$ cat src/rtl/if_fetch_unit_pkg.sv
// Shared definitions for the fetch stage of the 5-stage pipeline.
package if_fetch_unit_pkg;

  localparam logic [31:0] NOP_INST = 32'h0000_0000;
  localparam int unsigned PC_STEP  = 4;

  typedef enum logic {
    FETCH,
    HOLD
  } fetch_state_t;

endpackage

$ cat src/rtl/if_id_reg.sv
// IF/ID pipeline register: clear (bubble) wins over load; otherwise contents hold.
module if_id_reg
  import if_fetch_unit_pkg::*;
#(
  parameter int unsigned AddrW = 32
) (
  input  logic             clk_i,
  input  logic             rst_i,
  input  logic             load_i,
  input  logic             clear_i,
  input  logic [31:0]      inst_i,
  input  logic [AddrW-1:0] pc_i,
  output logic [31:0]      inst_o,
  output logic [AddrW-1:0] pc_o,
  output logic             valid_o
);

  logic [31:0]      inst_q, inst_d;
  logic [AddrW-1:0] pc_q, pc_d;
  logic             valid_q, valid_d;

  always_comb begin
    inst_d  = inst_q;
    pc_d    = pc_q;
    valid_d = valid_q;
    if (clear_i) begin
      inst_d  = NOP_INST;
      pc_d    = '0;
      valid_d = 1'b0;
    end else if (load_i) begin
      inst_d  = inst_i;
      pc_d    = pc_i;
      valid_d = 1'b1;
    end
  end

  always_ff @(posedge clk_i) begin
    if (rst_i) begin
      inst_q  <= NOP_INST;
      pc_q    <= '0;
      valid_q <= 1'b0;
    end else begin
      inst_q  <= inst_d;
      pc_q    <= pc_d;
      valid_q <= valid_d;
    end
  end

  assign inst_o  = inst_q;
  assign pc_o    = pc_q;
  assign valid_o = valid_q;

endmodule

$ cat src/rtl/if_fetch_unit.sv
// Instruction fetch stage: owns the PC, handshakes with instruction memory and feeds IF/ID.
module if_fetch_unit
  import if_fetch_unit_pkg::*;
#(
  parameter int unsigned        ADDR_W   = 32,
  parameter logic [ADDR_W-1:0]  RESET_PC = '0
) (
  input  logic              clk,
  input  logic              rst,
  input  logic              freeze,
  input  logic              branch_taken,
  input  logic [ADDR_W-1:0] branch_addr,
  output logic              imem_req,
  output logic [ADDR_W-1:0] imem_addr,
  input  logic [31:0]       imem_rdata,
  input  logic              imem_ready,
  output logic [31:0]       inst_out,
  output logic [ADDR_W-1:0] pc_out,
  output logic              valid_out
);

  fetch_state_t      state_q, state_d;
  logic [ADDR_W-1:0] pc_q, pc_d;
  logic [31:0]       hold_inst_q, hold_inst_d;
  logic [ADDR_W-1:0] pc_next;
  logic              ifid_load, ifid_clear;
  logic [31:0]       ifid_inst;

  assign pc_next   = pc_q + ADDR_W'(PC_STEP);
  assign imem_addr = pc_q;
  assign imem_req  = (state_q == FETCH) && !rst;

  always_comb begin
    state_d     = state_q;
    pc_d        = pc_q;
    hold_inst_d = hold_inst_q;
    ifid_load   = 1'b0;
    ifid_clear  = 1'b0;
    ifid_inst   = imem_rdata;
    if (branch_taken) begin
      // Redirect drops whatever memory returned this cycle and any held word.
      pc_d        = branch_addr;
      hold_inst_d = NOP_INST;
      state_d     = FETCH;
      ifid_clear  = 1'b1;
    end else begin
      unique case (state_q)
        FETCH: begin
          if (imem_ready && !freeze) begin
            ifid_load = 1'b1;
            pc_d      = pc_next;
          end else if (imem_ready && freeze) begin
            // Park the returned word so the fetch is not repeated after the stall.
            hold_inst_d = imem_rdata;
            state_d     = HOLD;
          end else if (!freeze) begin
            ifid_clear = 1'b1;
          end
        end
        HOLD: begin
          if (!freeze) begin
            ifid_load = 1'b1;
            ifid_inst = hold_inst_q;
            pc_d      = pc_next;
            state_d   = FETCH;
          end
        end
      endcase
    end
  end

  always_ff @(posedge clk) begin
    if (rst) begin
      state_q     <= FETCH;
      pc_q        <= RESET_PC;
      hold_inst_q <= NOP_INST;
    end else begin
      state_q     <= state_d;
      pc_q        <= pc_d;
      hold_inst_q <= hold_inst_d;
    end
  end

  if_id_reg #(
    .AddrW (ADDR_W)
  ) u_if_id_reg (
    .clk_i   (clk),
    .rst_i   (rst),
    .load_i  (ifid_load),
    .clear_i (ifid_clear),
    .inst_i  (ifid_inst),
    .pc_i    (pc_next),
    .inst_o  (inst_out),
    .pc_o    (pc_out),
    .valid_o (valid_out)
  );

endmodule

$ cat config.mk
export PLATFORM = sky130hd
export DESIGN_NAME = if_fetch_unit
export DESIGN_NICKNAME = d
export VERILOG_FILES = /design/src/rtl/if_fetch_unit_pkg.sv /design/src/rtl/if_id_reg.sv /design/src/rtl/if_fetch_unit.sv
export SDC_FILE = /design/constraint.sdc
export NUM_CORES = 1
export LEC_CHECK = 0
export CELL_PAD_IN_SITES_DETAIL_PLACEMENT = 0
export CELL_PAD_IN_SITES_GLOBAL_PLACEMENT = 1
export CORE_MARGIN = 3
export CORE_UTILIZATION = 41
export CTS_CLUSTER_DIAMETER = 30
export DETAILED_ROUTE_END_ITERATION = 6
export DONT_BUFFER_PORTS = 1
export MAX_ROUTING_LAYER = met4
export PLACE_DENSITY = 0.87
export SYNTH_ARGS = -nofsm -noshare
export SYNTH_HDL_FRONTEND = slang
export SYNTH_SLANG_ARGS = --single-unit
$ cat constraint.sdc
create_clock -name clk -period 2.1 [get_ports clk]
set_clock_uncertainty 0.05 [all_clocks]
set_input_delay 0.63 -clock clk [delete_from_list [all_inputs] [get_ports clk]]
set_output_delay 0.63 -clock clk [all_outputs]
set_load 0.05 [all_outputs]
# [Yosys cells after proc, flatten, opt, wreduce, memory -nomap -nowiden]
# Index checks and enable logic that the tools add are counted.
[classes] addsub=1 n_eq_ne=2 n_mux=19 bitwise=2 n_reduce_logical=9
[op_table] operator="$mux W32" n=6
[op_table] operator="$pmux W32 S2" n=1
[op_table] operator="$add A32 B3 Y32 const B" n=1
[op_table] operator="$mux W1" n=10
[op_table] operator="$pmux W1 S2" n=2
[op_table] operator="$reduce_or A2 Y1" n=2
[op_table] operator="$logic_and A1 B1 Y1" n=3
[op_table] operator="$ne A3 B2 Y1 const B" n=1
[op_table] operator="$ne A3 B3 Y1 const B" n=1
[op_table] operator="$reduce_and A3 Y1" n=1
[op_table] operator="$logic_not A1 Y1" n=2
[op_table] operator="$not A1 Y1" n=2
[op_table] operator="$reduce_and A2 Y1" n=1
[word_totals] regBits=130 inputBits=69 out_inout_bits=98

# [Logic depth before layout (Yosys ltp)]
[logic_depth] word_depth=6 depth_mapped=8

# [Cells and area by module]
# A second synthesis with hierarchy kept.
[hier_totals] hier_cells=693 hier_area_um2=6175.9
[modules_own_cells] mod="if_fetch_unit" n_inst=1 cells_per_inst=483 area_each_um2=3836.2 seq_area_each_um2=1301.2
[modules_own_cells] mod="if_id_reg" n_inst=1 cells_per_inst=210 area_each_um2=2339.7 seq_area_each_um2=1301.2

# [Worst setup path after synthesis]
# No wires, ideal clock.
[synth_path] path_kind="input port to output port" start="input port rst" end="output port imem_req" arrival_time_ns=2.006 setup_slack_ns=-0.586 path_stages=3 path_buffers=2 cell_sequence="clkdlybuf4s50_2 clkbuf_1 nor2_1"
[synth_between] elab_chain_cells=2
[synth_lines] item="start, declared" line_no="if_fetch_unit.sv:9" rtl="input logic rst,"
[synth_lines] item="$logic_not A1 Y1" line_no="if_fetch_unit.sv:31" rtl="assign imem_req = (state_q == FETCH) && !rst;"
[synth_lines] item="$logic_and A1 B1 Y1" line_no="if_fetch_unit.sv:31"
[synth_lines] item="end, declared" line_no="if_fetch_unit.sv:13" rtl="output logic imem_req,"
# No other way between the ends.

# [Final worst setup path]
[layout_path] start="register pc_q[3] (netlist: imem_addr[3])" end="register u_if_id_reg.pc_q[20] (netlist: u_if_id_reg.pc_o[20])"
[layout_between] elab_chain_cells=1
[layout_lines] item="start, declared" line_no="if_fetch_unit.sv:23" rtl="logic [ADDR_W-1:0] pc_q, pc_d;"
[layout_lines] item="start signal, assigned" line_no="if_fetch_unit.sv:79" rtl="pc_q <= pc_d;"
[layout_lines] item="$add A32 B3 Y32" line_no="if_fetch_unit.sv:29" rtl="assign pc_next = pc_q + ADDR_W'(PC_STEP);"
[layout_lines] item="end signal, assigned" line_no="if_id_reg.sv:44" rtl="pc_q <= pc_d;"
[layout_lines] item="end, declared" line_no="if_id_reg.sv:19" rtl="logic [AddrW-1:0] pc_q, pc_d;"
# No other way between the ends.
# A chain may end at the register's enable or synchronous reset.

==> out/results.ini <==
[global_routing]
grt_start_max_net_pins = 67
antenna_found_initial = 0
overflow_after_grt = 0
grt.total_usage_pct = 22.1
grt_pass1_vias = 4767
first_pass_grt_wire_length_mm = 25.7

[timing]
timing_max_transition_violations_final = 0
fin_worst_hold_slack_ps = 221
rsz0062_at_grt = false
clock.fmax_mhz = 499
final.period_utilization_pct = 95.4
setup_viol_count_final = 0
max-slew-margin-rel_pct = 58.9
tightest_pin_transition_ps = 615
min_period_ps = 2000
final_hold_violating_endpoints = 0
timing.final.ws_setup_ps = 95.7

[synth]
synth_nets = 765
yosys_register_bits = 130
synthesis.instances = 695
synth-seq-area-share_pct = 45.5
synthesis.yosys.warnings = 0
netlist_area_sq_mm = 0.00572
post_synth.cell_area_avg_sq_um = 8.24
ys_types = 44

[layout]
sequential_cell_area_sq_mm = 0.00264
num_antenna_cells = 0
mostFrequentLayoutCell = sky130_fd_sc_hd__nand2_1
multiInputGateArea_sq_mm = 0.00284
num-fill-cells = 1290
post_route_cells_drive_above_1_share_pct = 16.6
layout.cells.most_common_list = sky130_fd_sc_hd__nand2_1, sky130_fd_sc_hd__dfxtp_1, sky130_fd_sc_hd__a21oi_1, sky130_fd_sc_hd__nor2_1, sky130_fd_sc_hd__buf_4
area_delta_synth_final_pct = 19.0
final_cell_count_no_fill = 898
final_net_count = 779

[clock_network]
htree_levels = 4
tritoncts_num_sinks = 130
clock_latency_ps = 420
clk_pin_slew_ps = 60
clock_tree_root_driver_cell = sky130_fd_sc_hd__clkbuf_16
ctsLongestPathBuffers = 2
cts_hold_repair.buffers = 0
cts_setup_buffers = 0
tritoncts.num_buffers = 17
cts_tree = built
cts_resized = 0

[critical_path]
critPathKind = flop to flop
cp-end-kind = flop
critical_path.startpoint_type = flop
timing.critical_path.max_delay_family = simple AND/OR/NAND/NOR gates
cp.arrival_ps = 2250
critical_path.cell_chain = ha_1 > and4_2 > nand4_1 > buf_4 > nor3_1 > xnor2_1 > a21oi_1
timing.critical_path.slowest_stage_cell = sky130_fd_sc_hd__dfxtp_2
critPathBufInv = 1
crit_required_ps = 2340
maximum_fanout_along_the_worst_path = 6
max_stage_delay_ps = 340

[placement]
detailedPlacementHpwl_mm = 11.6
dpl.cell_count = 866
gp_congestion = 0.882
worst_setup_slack_post_dpl_ps = 155
number_of_input_and_output_port_buffers_inserted = 0

[floorplan]
initial_utilization_pct = 42.6
die_h_um = 124
coreArea_sq_mm = 0.0135
ios = 167
placementRows = 42
floorplan.die_area_sq_mm = 0.0154
die_boundary_width_um = 124

[detailed_routing]
drt_pass1_iterations = 4
wirelength_per_cell_um = 18.5
drt_drc_violations_left = 0
wl_mm = 16.6
antenna_violating_nets_post_route = 0
routed_via_count = 5091
via_cell_ratio = 5.67
drt-initial-drc-count = 438

[job]
maxCapViolCount = 0

[run_status]
result_of_the_run = completed

[power]
max-vdd-ir-drop_v = 0.000541
totalPowerFinal_mw = 6.46
leakagePower_nw = 2.30
power_density_mw_per_mm2 = 949

[hold_path]
holdCritPathClass = input pin to flop

## cell usage after synthesis
cell type	number	area share, %
sky130_fd_sc_hd__clkbuf_8	3	0.72
sky130_fd_sc_hd__buf_4	2	0.26
sky130_fd_sc_hd__a211oi_1	26	3.4
sky130_fd_sc_hd__ha_1	1	0.22
sky130_fd_sc_hd__nor3b_1	1	0.13
sky130_fd_sc_hd__nand4_1	11	1.2
sky130_fd_sc_hd__clkbuf_1	46	3.0
sky130_fd_sc_hd__or4_1	1	0.13
sky130_fd_sc_hd__xor2_1	28	4.3
sky130_fd_sc_hd__dfxtp_1	130	45
sky130_fd_sc_hd__or2b_2	1	0.15
sky130_fd_sc_hd__and3_2	2	0.26
sky130_fd_sc_hd__or3_1	3	0.33
sky130_fd_sc_hd__clkdlybuf4s50_2	1	0.20
sky130_fd_sc_hd__nor3_1	15	1.3
sky130_fd_sc_hd__nand2_1	129	8.5
sky130_fd_sc_hd__o221ai_1	32	4.9
sky130_fd_sc_hd__buf_6	3	0.59
sky130_fd_sc_hd__nand3b_1	1	0.13
sky130_fd_sc_hd__xnor2_1	26	4.0
sky130_fd_sc_hd__and3_1	3	0.33
sky130_fd_sc_hd__buf_1	2	0.13
sky130_fd_sc_hd__o31a_1	1	0.15
sky130_fd_sc_hd__o21bai_2	1	0.20
sky130_fd_sc_hd__clkinv_1	1	0.066
sky130_fd_sc_hd__o31ai_1	1	0.13
sky130_fd_sc_hd__nand4_4	1	0.37
sky130_fd_sc_hd__nor2_1	56	3.7
sky130_fd_sc_hd__and4_1	4	0.61
sky130_fd_sc_hd__mux2i_1	4	0.70
sky130_fd_sc_hd__o21ba_2	1	0.17
sky130_fd_sc_hd__and2_1	1	0.11
sky130_fd_sc_hd__o311a_1	1	0.17
sky130_fd_sc_hd__nor4_1	6	0.66
sky130_fd_sc_hd__o21ai_0	24	2.1
sky130_fd_sc_hd__a311oi_1	1	0.15
sky130_fd_sc_hd__inv_1	3	0.20
sky130_fd_sc_hd__a21boi_0	1	0.13
sky130_fd_sc_hd__nand2b_1	1	0.11
sky130_fd_sc_hd__and4_2	2	0.35
sky130_fd_sc_hd__nand3_1	19	1.7
sky130_fd_sc_hd__or2_2	1	0.11
sky130_fd_sc_hd__a21oi_1	96	8.4
sky130_fd_sc_hd__buf_2	2	0.17
## per-stage QoR
stage	setup TNS (ps)	utilization, %	cell area (sq um)
floorplan	-77.0	-	5780
global placement	0	45.8	6170
detailed placement	0	45.8	6170
CTS	0	50.6	6810
global route	0	50.6	6810
finish	0	50.6	6810
## cells by family (layout without fill, tap and decap cells)
logic type,after synthesis,count (layout),synth area share (%)
buffers and inverters,63,90,5.36
xor gates and xnor gates,54,54,8.26
adders and majority gates,1,1,0.219
muxes,4,4,0.699
AOI/OAI and AO/OA,185,185,19.9
DFF,130,130,45.5
and+or+nand+nor,258,258,20.1
## per-layer routing
metal | track usage [%] | up-vias | wire (um)
li1 | - | 2467 | -
met5 | - | - | 0
met4 | 8.08 | 0 | 293
met3 | 6.86 | 24 | 1540
met1 | 27.3 | 2390 | 6910
met2 | 34.3 | 210 | 7830
## worst register-to-register path, cell delays in order, from the launching register on
cell and delay [ps]:
sky130_fd_sc_hd__dfxtp_2 340, sky130_fd_sc_hd__ha_1 160, sky130_fd_sc_hd__and4_2 250, sky130_fd_sc_hd__nand4_1 260, sky130_fd_sc_hd__buf_4 260, sky130_fd_sc_hd__nor3_1 240, sky130_fd_sc_hd__xnor2_1 210, sky130_fd_sc_hd__a21oi_1 100
## state kept, by name (all words and copies together), names as in the netlist
name / cells
u_if_id_reg.pc_o: 32
u_if_id_reg.valid_o: 1
imem_addr: 32
state_q: 1
u_if_id_reg.inst_o: 32
hold_inst_q: 32
## area by class of cell
type / count / share of cell area, %
clock buffers: 20 / 6.87
clock inverters: 12 / 2.61
inverters: 4 / 0.220
multi-input cells: 502 / 41.6
flip-flops and latches: 130 / 38.8
well taps: 176 / 3.23
repair buffers: 54 / 6.69
## worst paths after layout
path              cells after the start  slack (ps)                   end            from
setup reg to reg                      7         100  u_if_id_reg.pc_o[20]    imem_addr[3]
hold / removal                        1         220         imem_addr[23]             rst
hold reg to reg                       2         400        hold_inst_q[3]  hold_inst_q[3]
setup / recovery                      7         100  u_if_id_reg.pc_o[20]    imem_addr[3]
## report_power, final
part / internal [mW] / total, mW / switching (mW)
combinational: 0.178 / 0.570 / 0.391
clock: 2.09 / 3.20 / 1.11
sequential: 2.55 / 2.70 / 0.151
No activity file was read; power rests on OpenSTA's default activity.
